<file path="config.mk">
export PLATFORM = sky130hd
export DESIGN_NAME = seq_divider_flat
export DESIGN_NICKNAME = d
export VERILOG_FILES = /design/src/rtl/seq_divider_if.sv /design/src/rtl/seq_divider.sv /design/src/flat_wrapper.sv
export SDC_FILE = /design/constraint.sdc
export NUM_CORES = 1
export LEC_CHECK = 0
export BUFFER_PORTS_ARGS = -buffer_cell sky130_fd_sc_hd__buf_2
export CAP_MARGIN = 20
export CORE_MARGIN = 1.5
export CORE_UTILIZATION = 45
export DETAILED_ROUTE_END_ITERATION = 16
export GPL_ROUTABILITY_DRIVEN = 0
export PLACE_DENSITY_LB_ADDON = 0.1
export SLEW_MARGIN = 10
export SYNTH_ARGS = -nofsm -noshare
export SYNTH_HDL_FRONTEND = slang
export SYNTH_SLANG_ARGS = --single-unit
</file>
<file path="constraint.sdc">
create_clock -name clk -period 3.05 [get_ports clk]
set_clock_uncertainty 0.15 [all_clocks]
set_input_delay 0.61 -clock clk [delete_from_list [all_inputs] [get_ports clk]]
set_output_delay 0.61 -clock clk [all_outputs]
set_load 0.03 [all_outputs]
</file>
<file path="src/rtl/seq_divider_if.sv">
// Start/done handshake and result bundle between the ALU sequencer and seq_divider.
// The master issues operands; the slave (the divider) returns busy/done and held results.
interface seq_divider_if #(
    parameter int unsigned WIDTH = 8
);
    logic             start;
    logic [WIDTH-1:0] dividend;
    logic [WIDTH-1:0] divisor;
    logic             busy;
    logic             done;
    logic [WIDTH-1:0] quotient;
    logic [WIDTH-1:0] remainder;
    logic             div_by_zero;

    modport master (
        output start, dividend, divisor,
        input  busy, done, quotient, remainder, div_by_zero
    );

    modport slave (
        input  start, dividend, divisor,
        output busy, done, quotient, remainder, div_by_zero
    );
endinterface

</file>
<file path="src/rtl/seq_divider.sv">
// Multi-cycle unsigned restoring divider: one trial subtraction per clock, WIDTH steps.
// Results are registered on entry to DONE and held until the next DONE or reset.
module seq_divider #(
    parameter int unsigned WIDTH = 8
) (
    input logic          clk,
    input logic          rst,
    seq_divider_if.slave bus
);
    localparam int unsigned CntW = $clog2(WIDTH + 1);

    typedef enum logic [1:0] {StIdle, StRun, StDone} state_e;

    state_e           state_q, state_d;
    logic [WIDTH:0]   prem_q, prem_d;
    logic [WIDTH-1:0] quo_q, quo_d;
    logic [WIDTH-1:0] dvs_q, dvs_d;
    logic [CntW-1:0]  cnt_q, cnt_d;
    logic [WIDTH-1:0] quo_out_q, quo_out_d;
    logic [WIDTH-1:0] rem_out_q, rem_out_d;
    logic             dbz_q, dbz_d;
    logic [WIDTH:0]   shifted;
    logic [WIDTH:0]   trial;

    always_comb begin
        state_d   = state_q;
        prem_d    = prem_q;
        quo_d     = quo_q;
        dvs_d     = dvs_q;
        cnt_d     = cnt_q;
        quo_out_d = quo_out_q;
        rem_out_d = rem_out_q;
        dbz_d     = dbz_q;
        // Partial remainder stays below the divisor, so its top bit is free for the shift.
        shifted   = {prem_q[WIDTH-1:0], quo_q[WIDTH-1]};
        trial     = shifted - {1'b0, dvs_q};

        unique case (state_q)
            StIdle, StDone: begin
                state_d = StIdle;
                if (bus.start) begin
                    if (bus.divisor == '0) begin
                        state_d   = StDone;
                        quo_out_d = '1;
                        rem_out_d = bus.dividend;
                        dbz_d     = 1'b1;
                    end else begin
                        state_d = StRun;
                        prem_d  = '0;
                        quo_d   = bus.dividend;
                        dvs_d   = bus.divisor;
                        cnt_d   = CntW'(WIDTH);
                    end
                end
            end
            StRun: begin
                prem_d = trial[WIDTH] ? shifted : trial;
                quo_d  = {quo_q[WIDTH-2:0], ~trial[WIDTH]};
                cnt_d  = cnt_q - 1'b1;
                if (cnt_q == CntW'(1)) begin
                    state_d   = StDone;
                    quo_out_d = quo_d;
                    rem_out_d = prem_d[WIDTH-1:0];
                    dbz_d     = 1'b0;
                end
            end
            default: state_d = StIdle;
        endcase
    end

    always_ff @(posedge clk) begin
        if (rst) begin
            state_q   <= StIdle;
            prem_q    <= '0;
            quo_q     <= '0;
            dvs_q     <= '0;
            cnt_q     <= '0;
            quo_out_q <= '0;
            rem_out_q <= '0;
            dbz_q     <= 1'b0;
        end else begin
            state_q   <= state_d;
            prem_q    <= prem_d;
            quo_q     <= quo_d;
            dvs_q     <= dvs_d;
            cnt_q     <= cnt_d;
            quo_out_q <= quo_out_d;
            rem_out_q <= rem_out_d;
            dbz_q     <= dbz_d;
        end
    end

    assign bus.busy        = (state_q == StRun);
    assign bus.done        = (state_q == StDone);
    assign bus.quotient    = quo_out_q;
    assign bus.remainder   = rem_out_q;
    assign bus.div_by_zero = dbz_q;
endmodule

</file>
<file path="src/flat_wrapper.sv">
// flat-port wrapper written by rule: the top's interface ports become plain ports
module seq_divider_flat 
#(
    parameter int unsigned WIDTH = 8
)
  (clk, rst, bus_start, bus_dividend, bus_divisor, bus_busy, bus_done, bus_quotient, bus_remainder, bus_div_by_zero);
  seq_divider_if #(.WIDTH(WIDTH)) bus_i ();
  input logic clk;
  input logic rst;
  input wire logic [$bits(bus_i.start)-1:0] bus_start;
  input wire logic [$bits(bus_i.dividend)-1:0] bus_dividend;
  input wire logic [$bits(bus_i.divisor)-1:0] bus_divisor;
  output wire logic [$bits(bus_i.busy)-1:0] bus_busy;
  output wire logic [$bits(bus_i.done)-1:0] bus_done;
  output wire logic [$bits(bus_i.quotient)-1:0] bus_quotient;
  output wire logic [$bits(bus_i.remainder)-1:0] bus_remainder;
  output wire logic [$bits(bus_i.div_by_zero)-1:0] bus_div_by_zero;
  assign bus_i.start = bus_start;
  assign bus_i.dividend = bus_dividend;
  assign bus_i.divisor = bus_divisor;
  assign bus_busy = bus_i.busy;
  assign bus_done = bus_i.done;
  assign bus_quotient = bus_i.quotient;
  assign bus_remainder = bus_i.remainder;
  assign bus_div_by_zero = bus_i.div_by_zero;
  seq_divider #(.WIDTH(WIDTH)) u_core (.clk(clk), .rst(rst), .bus(bus_i));
endmodule
</file>
# After elaboration in Yosys (flattened, before gate mapping)
# Cells that the tools add are included.
dict set report word_totals {
  output_inout_bits 19
  inputBits 19
  rom_bits 0
  ramBits 0
  memories 0
  latchBits 0
  ff_bits 47
}
dict set report op_classes {
  eq_ne 7
  muxes 26
  mul 0
  n_bitwise 2
  n_lt_le_gt_ge 0
  addsub 2
  reduce_logical 7
  shifts 0
  div 0
}
# cell n
set ops {}
lappend ops {{$mux W8} 11}
lappend ops {{$pmux W8 S2} 4}
lappend ops {{$sub A9 B8 Y9} 1}
lappend ops {{$logic_not A8 Y1} 1}
lappend ops {{$mux W4} 2}
lappend ops {{$pmux W4 S2} 1}
lappend ops {{$mux W2} 3}
lappend ops {{$reduce_and A3 Y1} 2}
lappend ops {{$eq A4 B1 Y1 const B} 1}
lappend ops {{$ne A2 B1 Y1 const B} 2}
lappend ops {{$ne A2 B2 Y1 const B} 2}
lappend ops {{$pmux W2 S2} 1}
lappend ops {{$reduce_and A4 Y1} 1}
lappend ops {{$sub A4 B1 Y4 const B} 1}
lappend ops {{$mux W1} 3}
lappend ops {{$eq A2 B1 Y1 const B} 1}
lappend ops {{$eq A2 B2 Y1 const B} 1}
lappend ops {{$logic_not A2 Y1} 1}
lappend ops {{$not A1 Y1} 2}
lappend ops {{$pmux W1 S2} 1}
lappend ops {{$reduce_bool A2 Y1} 1}
lappend ops {{$reduce_or A2 Y1} 1}

# Longest topological paths before layout
dict set report depth {
  depth_word 4
  mapped_depth 10
  mapped_depth_nobuf 9
}

# Worst setup path before layout
# OpenSTA, ideal clock, no wires.
dict set report synth_path {
  path_kind {register -> register}
  start {register u_core.quo_q[7]}
  end {register u_core.rem_out_q[1], in the netlist u_core.bus.remainder[1]}
  synth_period_minus_slack_ns 2.506
  arrival_time_ns 2.268
  required_time_ns 2.812
  stages_incl_launch_ff 11
  n_path_buf 1
  setup_slack_ns 0.544
  setup_time_ns 0.088
  cell_sequence {dfxtp_1 inv_1 ha_1 inv_1 fa_1 a211oi_2 o211a_1 o211a_1 buf_6 mux2_4 a311oi_2}
}
dict set report synth_between {
  elab_chain_len 4
}
# element line
set synth_rtl {}
lappend synth_rtl {{from (decl)} seq_divider.sv:16} ;# logic [WIDTH-1:0] quo_q, quo_d;
lappend synth_rtl {{from (signal assigned)} seq_divider.sv:84} ;# quo_q <= quo_d;
lappend synth_rtl {{$sub A9 B8 Y9} seq_divider.sv:36} ;# trial = shifted - {1'b0, dvs_q};
lappend synth_rtl {{$mux W8} seq_divider.sv:57} ;# prem_d = trial[WIDTH] ? shifted : trial;
lappend synth_rtl {{$mux W8} seq_divider.sv:60} ;# if (cnt_q == CntW'(1)) begin
lappend synth_rtl {{$pmux W8 S2} seq_divider.sv:38} ;# unique case (state_q)
lappend synth_rtl {{to (signal assigned)} seq_divider.sv:88} ;# rem_out_q <= rem_out_d;
lappend synth_rtl {{to (decl)} seq_divider.sv:20} ;# logic [WIDTH-1:0] rem_out_q, rem_out_d;
# Every way passes these cells. The select of a mux whose other input is x is not followed.
# A chain may end at the register's enable or synchronous reset.

# Final worst setup path
# Same ends and word-level chain as after synthesis.

==> results.md <==
- Post-CTS Setup Inserts: 0
- I/O pin count: 38
- Maximum clock insertion buffer count: 2
- Mapped Area: 2544 um^2
- Crit path buf inv count: 2
- Share of post-route cells with drive strength above 1: 17.28%
- TritonCTS Buffers: 5
- Worst Path Arrival: 2.87 ns
- Starting Density: 46.48%
- Max-Cap Viols: 0
- Seq/Total Area, Yosys: 36.99%
- Post-Syn Instances: 320
- Grt met1 use: 30.31%
- Worst path top cell family by delay: compound AO/OA/AOI/OAI gates
- Maximum vdd drop: 0.2475 mV
- Dpl hpwl: 4486 um
- Clock Tree Root: clkbuf_8
- Top FF cell, synth: dfxtp_1
- Crit Path Category: reg2reg
- Cell Rows: 27
- DIE WIDTH: 78.19 um
- Die Y: 78.19 um
- Final Net Count: 382
- Die area: 6113 um^2
- First-pass iteration count of the detailed router: 4
- Synthesized area per cell: 7.949 um^2
- Setup ws final: 0.2439 ns
- Fin Setup TNS: 0 ns
- Tot GR Track Use: 21.14%
- CTS tree: done
- CTS hold repair buffers: 0
- Post-synth EDFFs: 0
- Hold depth: 2
- Crit. End Element: register
- Pre-CTS setup slack: 0.2847 ns
- Ys async rst share: 0%
- Unique cell type count in the Yosys netlist: 51
- CP max stage cell: fa_1
- Clock transition at the registers of the reported paths: 0.09 ns
- Gr busiest metal: met2
- Max Slew Vio Count: 0
- Detailed Route Iter0 Violations: 190
- Clk_lat worst skew: 0.30 ns
- First-pass GRT wire length: 10120 um
- Hold Vio Cnt, Final: 0
- Yosys warns: 0
- Seq cells post-synth: 47
- Inserted Diodes: 0
- Least-Margin Pin Slew: 0.6971 ns
- Initial antenna violation count: 0
- Post-route clock period utilization: 92.00%
- Global route total overflow: 0
- Vias per cell: 5.369
- Largest net degree at the start of global routing: 30
- Crit path launch type: register
- Slew margin rel.: 53.43%
- Routing usage on met3: 3.488%
- Vias: 2282
- Leakage power: 1.194 nW
- Crit path depth: 9
- Tmin final: 2.806 ns
- P per Cell Area: 593.4 nW/um^2
- Max Clk Rate: 356.4 MHz
- Synth Net Count: 350
- DRC: 0
- Crit-path cells: inv_1 -> ha_1 -> inv_1 -> fa_1 -> a211oi_2 -> o211a_1 -> o211a_1 -> mux2_4 -> a311oi_2
- Worst Hold Class: reg2reg
- Drt total wl: 6096 um
- Port-buffer cells: 37
- CTS sink count: 47
- Final Setup Violations: 0
- Wire per inst: 14.34 um
- Core area: 5473 um^2
- Reg2Reg Depth: 9
- Crit path largest cell delay: 0.42 ns
- Req. time, crit path: 3.12 ns
- Post-CTS Resized: 0
- H-tree depth: 2
- RSZ-0062 raised after global routing: no
- GRT met2 Usage: 31.91%
- Outcome: complete, no violations
- Worst Path Max Fanout: 8
- Remaining antenna violation count: 0
- Fillers: 564
- Synth-to-layout area growth: 13.77%
- Vias in the first global route: 2059
==> worst min-delay path, stage by stage (launching register included) <==
cell and delay [ns]:
dfxtp_1 0.32, nand2_1 0.05, a21oi_1 0.05
==> Yosys cell counts (all sizes together), types with 2 or more instances <==
cell type / instances / area, um^2
nand2: 62 / 232.7
dfxtp: 47 / 940.9
nor2: 39 / 146.4
a21oi: 21 / 105.1
inv: 15 / 56.30
o21ai: 15 / 86.34
a211oi: 13 / 107.6
a311oi: 13 / 120.1
clkbuf: 11 / 41.29
ha: 10 / 125.1
buf: 8 / 53.80
nand2b: 6 / 37.54
nor2b: 6 / 37.54
o211ai: 6 / 55.05
and2: 4 / 25.02
mux2i: 4 / 40.04
a211o: 3 / 26.28
a31oi: 3 / 18.77
nor3: 3 / 15.01
mux2: 2 / 26.27
nand3: 2 / 10.01
nor4: 2 / 12.51
o211a: 2 / 20.02
o21a: 2 / 15.01
o21bai: 2 / 15.01
or3: 2 / 17.52
==> logic make-up after synthesis <==
logic type                 after synthesis  share of synthesized area [%]
and+or+nand+nor                        130                          22.23
AOI/OAI and AO/OA                       90                          25.82
DFF                                     47                          36.99
buffers and inverters                   34                          5.952
adders and majority gates               11                          5.706
muxes                                    6                          2.607
xor gates and xnor gates                 2                         0.6888
==> area by class of cell <==
cell class	count	area [um^2]	share of cell area, %
multi-input cells	239	1451	50.15
clock buffers	6	82.58	2.853
clock inverters	2	35.03	1.211
inverters	15	56.30	1.946
flip-flops and latches	47	940.9	32.51
repair buffers	44	237.7	8.214
well taps	72	90.09	3.113
==> registers in the layout, indices dropped and copies added (netlist names) <==
| signal | cells |
|---|---|
| u_core.cnt_q | 4 |
| u_core.bus.remainder | 8 |
| u_core.dvs_q | 8 |
| u_core.bus.div_by_zero | 1 |
| u_core.quo_q | 8 |
| u_core.bus.quotient | 8 |
| u_core.state_q | 2 |
| u_core.prem_q | 8 |
==> layout by cell type (no fill, tap or decap), drive strengths merged, types with 2 or more instances in the layout <==
cell / Yosys / final
a211oi: 13 / 13
clkbuf: 11 / 6
o21ai: 15 / 15
nor3: 3 / 3
a21oi: 21 / 21
nor2b: 6 / 6
a311oi: 13 / 13
or3: 2 / 2
o21a: 2 / 2
nand3: 2 / 2
nor2: 39 / 39
nand2: 62 / 62
nand2b: 6 / 6
o211a: 2 / 2
buf: 8 / 44
ha: 10 / 10
and2: 4 / 4
inv: 15 / 15
nor4: 2 / 2
mux2: 2 / 2
a211o: 3 / 3
o21bai: 2 / 2
mux2i: 4 / 4
dfxtp: 47 / 47
a31oi: 3 / 3
o211ai: 6 / 6
==> report_power, final <==
group	internal (mW)	leakage, nW	switching, mW	total (mW)
Clock	0.266	0.0612	0.216	0.481
Combinational	0.203	0.748	0.329	0.532
Sequential	0.666	0.385	0.0380	0.704
Total	1.13	1.19	0.583	1.72
==> worst paths after layout <==
path                                start                                    to  slack, ns
min reg2reg  u_core.dvs_q[1]$_SDFFE_PP0P_          u_core.dvs_q[1]$_SDFFE_PP0P_       0.31
min          u_core.dvs_q[1]$_SDFFE_PP0P_          u_core.dvs_q[1]$_SDFFE_PP0P_       0.31
max reg2reg  u_core.quo_q[7]$_SDFFE_PP0P_  u_core.bus.remainder[1]$_SDFFE_PP0P_       0.24
max          u_core.quo_q[7]$_SDFFE_PP0P_  u_core.bus.remainder[1]$_SDFFE_PP0P_       0.24
==> metal layers <==
| layer | up-vias | wire (um) | share of wire [%] |
|---|---|---|---|
| li1 | 1197 | - | - |
| met1 | 1043 | 3161 | 52 |
| met2 | 35 | 2674 | 44 |
| met3 | 7 | 184 | 3.0 |
| met4 | 0 | 76 | 1.2 |
| met5 | - | 0 | 0 |
==> stage by stage <==
step | cells | instance area (um^2) | power [mW] | hold WS (ns) | utilization (%)
3_5_place_dp | 417 | 2776 | 1.247 | 0.2975 | 50.73
2_1_floorplan | 320 | 2544 | 1.134 | 0.2863 | -
3_3_place_gp | 417 | 2776 | 1.242 | 0.2958 | 50.73
6_report | 425 | 2894 | 1.717 | 0.3098 | 52.88
5_1_grt | 425 | 2894 | 1.815 | 0.3405 | 52.88
4_1_cts | 425 | 2894 | 1.728 | 0.3098 | 52.88
(Power assumes the default switching activity.)
